`config.mk`:
```
export PLATFORM = sky130hd
export DESIGN_NAME = bw_io_hstl_chain_ctl_flat
export DESIGN_NICKNAME = d
export VERILOG_FILES = /design/src/rtl/bw_io_hstl_chain_ctl_pkg.sv /design/src/rtl/bw_io_hstl_chain_ctl_if.sv /design/src/rtl/bw_io_hstl_chain_sreg.sv /design/src/rtl/bw_io_hstl_chain_ctl.sv /design/src/flat_wrapper.sv
export SDC_FILE = /design/constraint.sdc
export NUM_CORES = 1
export LEC_CHECK = 0
export BUFFER_PORTS_ARGS = -buffer_cell sky130_fd_sc_hd__buf_2
export CAP_MARGIN = 20
export CORE_MARGIN = 2
export CORE_UTILIZATION = 35
export CTS_CLUSTER_DIAMETER = 50
export CTS_CLUSTER_SIZE = 10
export DETAILED_ROUTE_END_ITERATION = 8
export SYNTH_ARGS = -nofsm -noshare
export SYNTH_HDL_FRONTEND = slang
export SYNTH_SLANG_ARGS = --single-unit
```
`constraint.sdc`:
```
create_clock -name clk -period 3.1 [get_ports clk]
set_input_delay 0.155 -clock clk [delete_from_list [all_inputs] [get_ports clk]]
set_output_delay 0.155 -clock clk [all_outputs]
set_load 0.02 [all_outputs]
```
`src/rtl/bw_io_hstl_chain_ctl_pkg.sv`:
```
// Shared types and constants for the HSTL
// edge-logic scan chain sequencer.
package bw_io_hstl_pkg;

  typedef enum logic [4:0] {
    ST_IDLE  = 5'b00001,
    ST_ISO   = 5'b00010,
    ST_CAP   = 5'b00100,
    ST_SHIFT = 5'b01000,
    ST_REL   = 5'b10000
  } state_e;

  // mselect=0: pads follow ckd, not the scan flops
  localparam logic [1:0] OBSEL_ISO = 2'b10;

  localparam int BITS_PER_CELL = 3;

endpackage

```
`src/rtl/bw_io_hstl_chain_ctl_if.sv`:
```
// Host-side req/ack bundle of the chain
// sequencer.
interface bw_io_hstl_chain_ctl_if #(
  parameter int CHAIN_LEN = 12
);

  logic                 req;
  logic                 req_cap;
  logic [CHAIN_LEN-1:0] wr_data;
  logic [CHAIN_LEN-1:0] rd_data;
  logic                 ack;
  logic                 busy;

  modport master (
    output req,
    output req_cap,
    output wr_data,
    input  rd_data,
    input  ack,
    input  busy
  );

  modport slave (
    input  req,
    input  req_cap,
    input  wr_data,
    output rd_data,
    output ack,
    output busy
  );

endinterface

```
`src/rtl/bw_io_hstl_chain_sreg.sv`:
```
// Pattern shift register (parallel load,
// serial out) plus unload capture register.
module bw_io_hstl_chain_sreg #(
  parameter int CHAIN_LEN = 12,
  parameter int CNT_W     = $clog2(CHAIN_LEN + 1)
) (
  input  logic                 clk,
  input  logic                 reset_l,
  input  logic                 load_i,
  input  logic                 shift_i,
  input  logic [CHAIN_LEN-1:0] load_data_i,
  input  logic                 sin_i,
  input  logic [CNT_W-1:0]     idx_i,
  output logic                 head_d_o,
  output logic [CHAIN_LEN-1:0] cap_data_o
);

  logic [CHAIN_LEN-1:0] sreg_q;
  logic [CHAIN_LEN-1:0] sreg_d;
  logic [CHAIN_LEN-1:0] cap_q;
  logic [CHAIN_LEN-1:0] cap_d;

  always_comb begin
    sreg_d = sreg_q;
    if (load_i) begin
      sreg_d = load_data_i;
    end else if (shift_i) begin
      sreg_d = {1'b0, sreg_q[CHAIN_LEN-1:1]};
    end
  end

  // unload bits land in place, indexed by shift count
  always_comb begin
    cap_d = cap_q;
    for (int i = 0; i < CHAIN_LEN; i++) begin
      if (shift_i && (idx_i == CNT_W'(i))) begin
        cap_d[i] = sin_i;
      end
    end
  end

  always_ff @(posedge clk or negedge reset_l) begin
    if (!reset_l) begin
      sreg_q <= '0;
      cap_q  <= '0;
    end else begin
      sreg_q <= sreg_d;
      cap_q  <= cap_d;
    end
  end

  // si is registered, so it is fed from the next lsb
  assign head_d_o   = sreg_d[0];
  assign cap_data_o = cap_q;

endmodule

```
`src/rtl/bw_io_hstl_chain_ctl.sv`:
```
// Scan chain sequencer for a group of HSTL
// edge-logic cells: load pattern, unload old.
module bw_io_hstl_chain_ctl
  import bw_io_hstl_pkg::*;
#(
  parameter int NCELL     = 4,
  parameter int CHAIN_LEN = BITS_PER_CELL * NCELL,
  parameter int CNT_W     = $clog2(CHAIN_LEN + 1)
) (
  input  logic       clk,
  input  logic       reset_l,
  bw_io_hstl_chain_ctl_if.slave host,
  input  logic [1:0] func_obsel,
  output logic [1:0] obsel,
  input  logic       test_se,
  input  logic       test_si,
  output logic       se,
  output logic       si,
  input  logic       so
);

  localparam logic [CNT_W-1:0] CNT_LAST =
    CNT_W'(CHAIN_LEN - 1);

  state_e           state_q;
  state_e           state_d;
  logic [CNT_W-1:0] cnt_q;
  logic [CNT_W-1:0] cnt_d;
  logic             capf_q;
  logic             capf_d;

  logic se_q;
  logic se_d;
  logic si_q;
  logic si_d;
  logic ack_q;
  logic ack_d;
  logic busy_q;
  logic busy_d;
  logic iso_q;
  logic iso_d;

  logic accept;
  logic shift_en;
  logic head_d;

  assign accept = (state_q == ST_IDLE)
                & host.req & ~test_se;

  assign shift_en = (state_q == ST_SHIFT)
                  & ~test_se;

  always_ff @(posedge clk or negedge reset_l) begin
    if (!reset_l) begin
      state_q <= ST_IDLE;
      cnt_q   <= '0;
      capf_q  <= 1'b0;
      se_q    <= 1'b0;
      si_q    <= 1'b0;
      ack_q   <= 1'b0;
      busy_q  <= 1'b0;
      iso_q   <= 1'b0;
    end else begin
      state_q <= state_d;
      cnt_q   <= cnt_d;
      capf_q  <= capf_d;
      se_q    <= se_d;
      si_q    <= si_d;
      ack_q   <= ack_d;
      busy_q  <= busy_d;
      iso_q   <= iso_d;
    end
  end

  // global scan enable aborts any operation
  always_comb begin
    state_d = state_q;
    cnt_d   = cnt_q;
    capf_d  = capf_q;
    if (test_se) begin
      state_d = ST_IDLE;
    end else begin
      unique case (1'b1)
        (state_q == ST_IDLE): begin
          if (host.req) begin
            state_d = ST_ISO;
            cnt_d   = '0;
            capf_d  = host.req_cap;
          end
        end
        (state_q == ST_ISO): begin
          state_d = capf_q ? ST_CAP : ST_SHIFT;
        end
        (state_q == ST_CAP): begin
          state_d = ST_SHIFT;
        end
        (state_q == ST_SHIFT): begin
          cnt_d = cnt_q + CNT_W'(1);
          if (cnt_q == CNT_LAST) begin
            state_d = ST_REL;
          end
        end
        (state_q == ST_REL): begin
          state_d = ST_IDLE;
        end
        default: begin
          state_d = ST_IDLE;
        end
      endcase
    end
  end

  // outputs registered from next state
  always_comb begin
    se_d   = (state_d == ST_SHIFT);
    si_d   = se_d & head_d;
    ack_d  = (state_d == ST_REL);
    busy_d = (state_d != ST_IDLE);
    iso_d  = (state_d != ST_IDLE);
  end

  bw_io_hstl_chain_sreg #(
    .CHAIN_LEN (CHAIN_LEN),
    .CNT_W     (CNT_W)
  ) u_sreg (
    .clk         (clk),
    .reset_l     (reset_l),
    .load_i      (accept),
    .shift_i     (shift_en),
    .load_data_i (host.wr_data),
    .sin_i       (so),
    .idx_i       (cnt_q),
    .head_d_o    (head_d),
    .cap_data_o  (host.rd_data)
  );

  assign host.ack  = ack_q;
  assign host.busy = busy_q;

  assign se    = test_se | se_q;
  assign si    = test_se ? test_si : si_q;
  assign obsel = (iso_q & ~test_se) ? OBSEL_ISO
                                     : func_obsel;

endmodule

```
`src/flat_wrapper.sv`:
```
// flat-port wrapper written by rule: the top's interface ports become plain ports
module bw_io_hstl_chain_ctl_flat import bw_io_hstl_pkg::*;
#(
  parameter int NCELL     = 4,
  parameter int CHAIN_LEN = BITS_PER_CELL * NCELL,
  parameter int CNT_W     = $clog2(CHAIN_LEN + 1)
)
  (clk, reset_l, func_obsel, obsel, test_se, test_si, se, si, so, host_req, host_req_cap, host_wr_data, host_rd_data, host_ack, host_busy);
  bw_io_hstl_chain_ctl_if #(.CHAIN_LEN(CHAIN_LEN)) host_i ();
  input  logic clk;
  input  logic reset_l;
  input  logic [1:0] func_obsel;
  output logic [1:0] obsel;
  input  logic test_se;
  input  logic test_si;
  output logic se;
  output logic si;
  input  logic so;
  input wire logic [$bits(host_i.req)-1:0] host_req;
  input wire logic [$bits(host_i.req_cap)-1:0] host_req_cap;
  input wire logic [$bits(host_i.wr_data)-1:0] host_wr_data;
  output wire logic [$bits(host_i.rd_data)-1:0] host_rd_data;
  output wire logic [$bits(host_i.ack)-1:0] host_ack;
  output wire logic [$bits(host_i.busy)-1:0] host_busy;
  assign host_i.req = host_req;
  assign host_i.req_cap = host_req_cap;
  assign host_i.wr_data = host_wr_data;
  assign host_rd_data = host_i.rd_data;
  assign host_ack = host_i.ack;
  assign host_busy = host_i.busy;
  bw_io_hstl_chain_ctl #(.NCELL(NCELL), .CHAIN_LEN(CHAIN_LEN), .CNT_W(CNT_W)) u_core (.clk(clk), .reset_l(reset_l), .host(host_i), .func_obsel(func_obsel), .obsel(obsel), .test_se(test_se), .test_si(test_si), .se(se), .si(si), .so(so));
endmodule
```
==> flow_summary.json <==
{
  "initial_core_util": 0.3598,
  "fin_worst_skew_ns": 0.002320,
  "routabilityCongestion": 0.7912,
  "irDropWorstVdd_uv": 276.7,
  "drt-pass1-iter-count": 6,
  "core_um2": 5042,
  "yosysWarnings": 0,
  "maxCapViolCount": 0,
  "critPathLaunchType": "flip-flop",
  "ys_types": 41,
  "cts.hold.buffers_added": 0,
  "synth_area_leaders": "dfrtp_1 51%, a222oi_1 5.5%, mux2_1 5.0%, nand2_1 3.3%, inv_1 3.1%",
  "post_cts_buffers": 0,
  "grt_max_degree": 39,
  "die_area_um2": 5775,
  "wl_um": 3556,
  "numPortBuffers": 38,
  "grt_use_total": 0.1315,
  "hold_ws_ns": -0.03268,
  "p_switching_uw": 288.0,
  "yosys.area.top_type_share": 0.5103,
  "place_ws_ns": 1.074,
  "drcViolationCount": 0,
  "relSlewSlack": 0.4371,
  "p_seq_frac": 0.539,
  "synth_area_um2": 1814,
  "insertion_delay_ns": 0.29,
  "grt_pass1_wl_um": 6092,
  "pwr-share-clk": 0.322,
  "intPower_uw": 793.8,
  "rsz0062_at_grt": "no",
  "cts.path.max_buffers": 2,
  "min_period_ns": 2.048,
  "crit_arrival_ns": 2.27,
  "ys_ff_latch": 38,
  "cp_max_fo": 12,
  "worst_pin_slew_ns": 0.8443,
  "die_x_um": 76.00,
  "crit_required_ns": 3.32,
  "nFillCells": 494,
  "violations": "negative hold slack",
  "sw_frac_of_total": 0.2662,
  "yosysTopAreaCell": "dfrtp_1",
  "layout_common_cells": "38 x buf_2, 37 x dfrtp_1, 16 x nand2_1",
  "cts.sink_count": 38,
  "antenna_found_initial": 0,
  "drt-initial-drc-count": 113,
  "reg2reg_from": "u_core.state_q[2]$_DFF_PN0_",
  "ios": 39,
  "min_path_type": "primary input to async pin",
  "fin_ws_ns": 1.052,
  "syn_nets": 177,
  "hold_viol_final": 37,
  "finalSetupTns_ns": 0,
  "setup_viol": 0,
  "netlist_instances": 152,
  "chipHeight_um": 76.00,
  "combPwrFrac": 0.139,
  "syn2layout_area_growth_pct": 16.97,
  "hpwl_um": 2463,
  "grt_pass1_vias": 1273,
  "via_count": 1321,
  "fmax_mhz": 488.4,
  "synth-seq-area-share": 0.5248,
  "drive_above_1_share": 0.3037,
  "gr-total-overflow": 0,
  "antenna_left": 0,
  "p_leak_nw": 1.056,
  "timing.final.crit_share": 0.6605,
  "power_density_nw_per_um2": 509.8,
  "cts_tree": "done",
  "wl_per_cell_um": 13.62,
  "endpoint_kind": "flip-flop",
  "critPathKind": "flip-flop to flip-flop",
  "h-tree-depth": 2,
  "cts_buffers": 5,
  "cts_resized": 0,
  "crit_path_start": "u_core.state_q[2]$_DFF_PN0_",
  "maxSlewViolCount": 0,
  "p_total_mw": 1.082,
  "nets": 215,
  "rows": 26,
  "antenna_cells": 0,
  "viasPerCell": 5.061,
  "cts_root_buf": "clkbuf_8",
  "avgSynthCellArea_um2": 11.94,
  "final_common_cell": "buf_2",
  "status": "complete, but fails checks",
  "clkTransAtPathRegs_ns": 0.07
}
[layout make-up]
class / count / area (um2) / share of cell area
tap: 70 / 87.58 / 0.04127
clock buffer: 7 / 86.33 / 0.04068
multi-input combinational: 92 / 744.5 / 0.3508
timing repair buffer: 38 / 190.2 / 0.08962
inverter: 15 / 56.30 / 0.02653
sequential: 38 / 952.2 / 0.4487
clock inverter: 1 / 5.005 / 0.002358
[cells by family after synthesis]
| kind of cell | count (synthesis) | share of synthesized area |
|---|---|---|
| simple gates | 50 | 0.1710 |
| flops | 38 | 0.5248 |
| compound gates | 24 | 0.1262 |
| buf+inv | 22 | 0.06482 |
| mux | 13 | 0.08069 |
| fa+ha+maj | 4 | 0.02759 |
| xor+xnor | 1 | 0.004828 |
[power by group through the flow]
stage          logic [mW]  registers, mW  clock network [mW]
2_1_floorplan       0.109          0.583                   0
3_3_place_gp        0.149          0.592                   0
3_5_place_dp        0.153          0.592                   0
4_1_cts             0.153          0.583               0.359
5_1_grt             0.173          0.589               0.378
6_report            0.150          0.583               0.348
[worst max-delay path, stage by stage (launching register included)]
cell and delay, ns:
dfrtp_1 0.47, or4b_4 0.63, nor2_1 0.61, a222oi_1 0.17
inv_1 0.10
[cell usage after synthesis (all sizes together)]
| master | count |
|---|---|
| inv | 15 |
| clkbuf | 1 |
| nor4b | 3 |
| o21ai | 2 |
| a31oi | 1 |
| a2111o | 1 |
| nor2b | 1 |
| ha | 4 |
| a222oi | 10 |
| nor3 | 2 |
| or2 | 2 |
| xnor2 | 1 |
| o211ai | 2 |
| dfrtp | 37 |
| nor3b | 1 |
| o311a | 1 |
| mux2 | 13 |
| and4 | 1 |
| nor2 | 6 |
| nand2 | 16 |
| o31a | 1 |
| or4 | 2 |
| dfstp | 1 |
| nand4b | 1 |
| a2111oi | 2 |
| o31ai | 2 |
| nand2b | 3 |
| buf | 6 |
| a22o | 2 |
| and2 | 4 |
| nand3 | 3 |
| nor4 | 2 |
| or4b | 2 |
| nand3b | 1 |
[routing by layer]
metal | vias to the layer above | track usage | share of wire | wire (um)
met1 | 644 | 0.1798 | 0.48 | 1714
met2 | 42 | 0.1955 | 0.44 | 1557
li1 | 628 | - | - | -
met4 | 0 | 0.05455 | 0.017 | 59
met3 | 7 | 0.03910 | 0.063 | 224
met5 | - | 0 | 0 | 0
[state kept, by name (all words and copies together) (netlist names), 4 cells and up]
name / flops
u_core.u_sreg.cap_data_o: 12
u_core.u_sreg.sreg_q: 12
u_core.state_q: 5
u_core.cnt_q: 4
[path summary, 6_finish.rpt]
path / end / slack [ns] / depth (start not counted)
worst max-delay path: u_core.u_sreg.sreg_q[3]$_DFFE_PN0P_ / 1.05 / 4
worst min-delay path: u_core.u_sreg.cap_data_o[4]$_DFFE_PN0P_ / -0.03 / 1
worst max register to register: u_core.u_sreg.sreg_q[3]$_DFFE_PN0P_ / 1.05 / 4
worst min register to register: u_core.u_sreg.cap_data_o[2]$_DFFE_PN0P_ / 0.49 / 1
max in group asynchronous: u_core.capf_q$_DFFE_PN0P_ / 2.60 / 1
min in group clk: u_core.capf_q$_DFFE_PN0P_ / 0.07 / 3
[per-stage QoR]
stage / std cells / cell area (um2) / util / hold WS (ns)
2_1_floorplan: 152 / 1814 / - / -0.1406
3_3_place_gp: 253 / 2031 / 0.4027 / 0.3075
3_5_place_dp: 253 / 2031 / 0.4027 / 0.3148
4_1_cts: 261 / 2122 / 0.4208 / 0.002350
5_1_grt: 261 / 2122 / 0.4208 / 0.04075
6_report: 261 / 2122 / 0.4208 / -0.03268
Power figures use the tool's default switching activity.
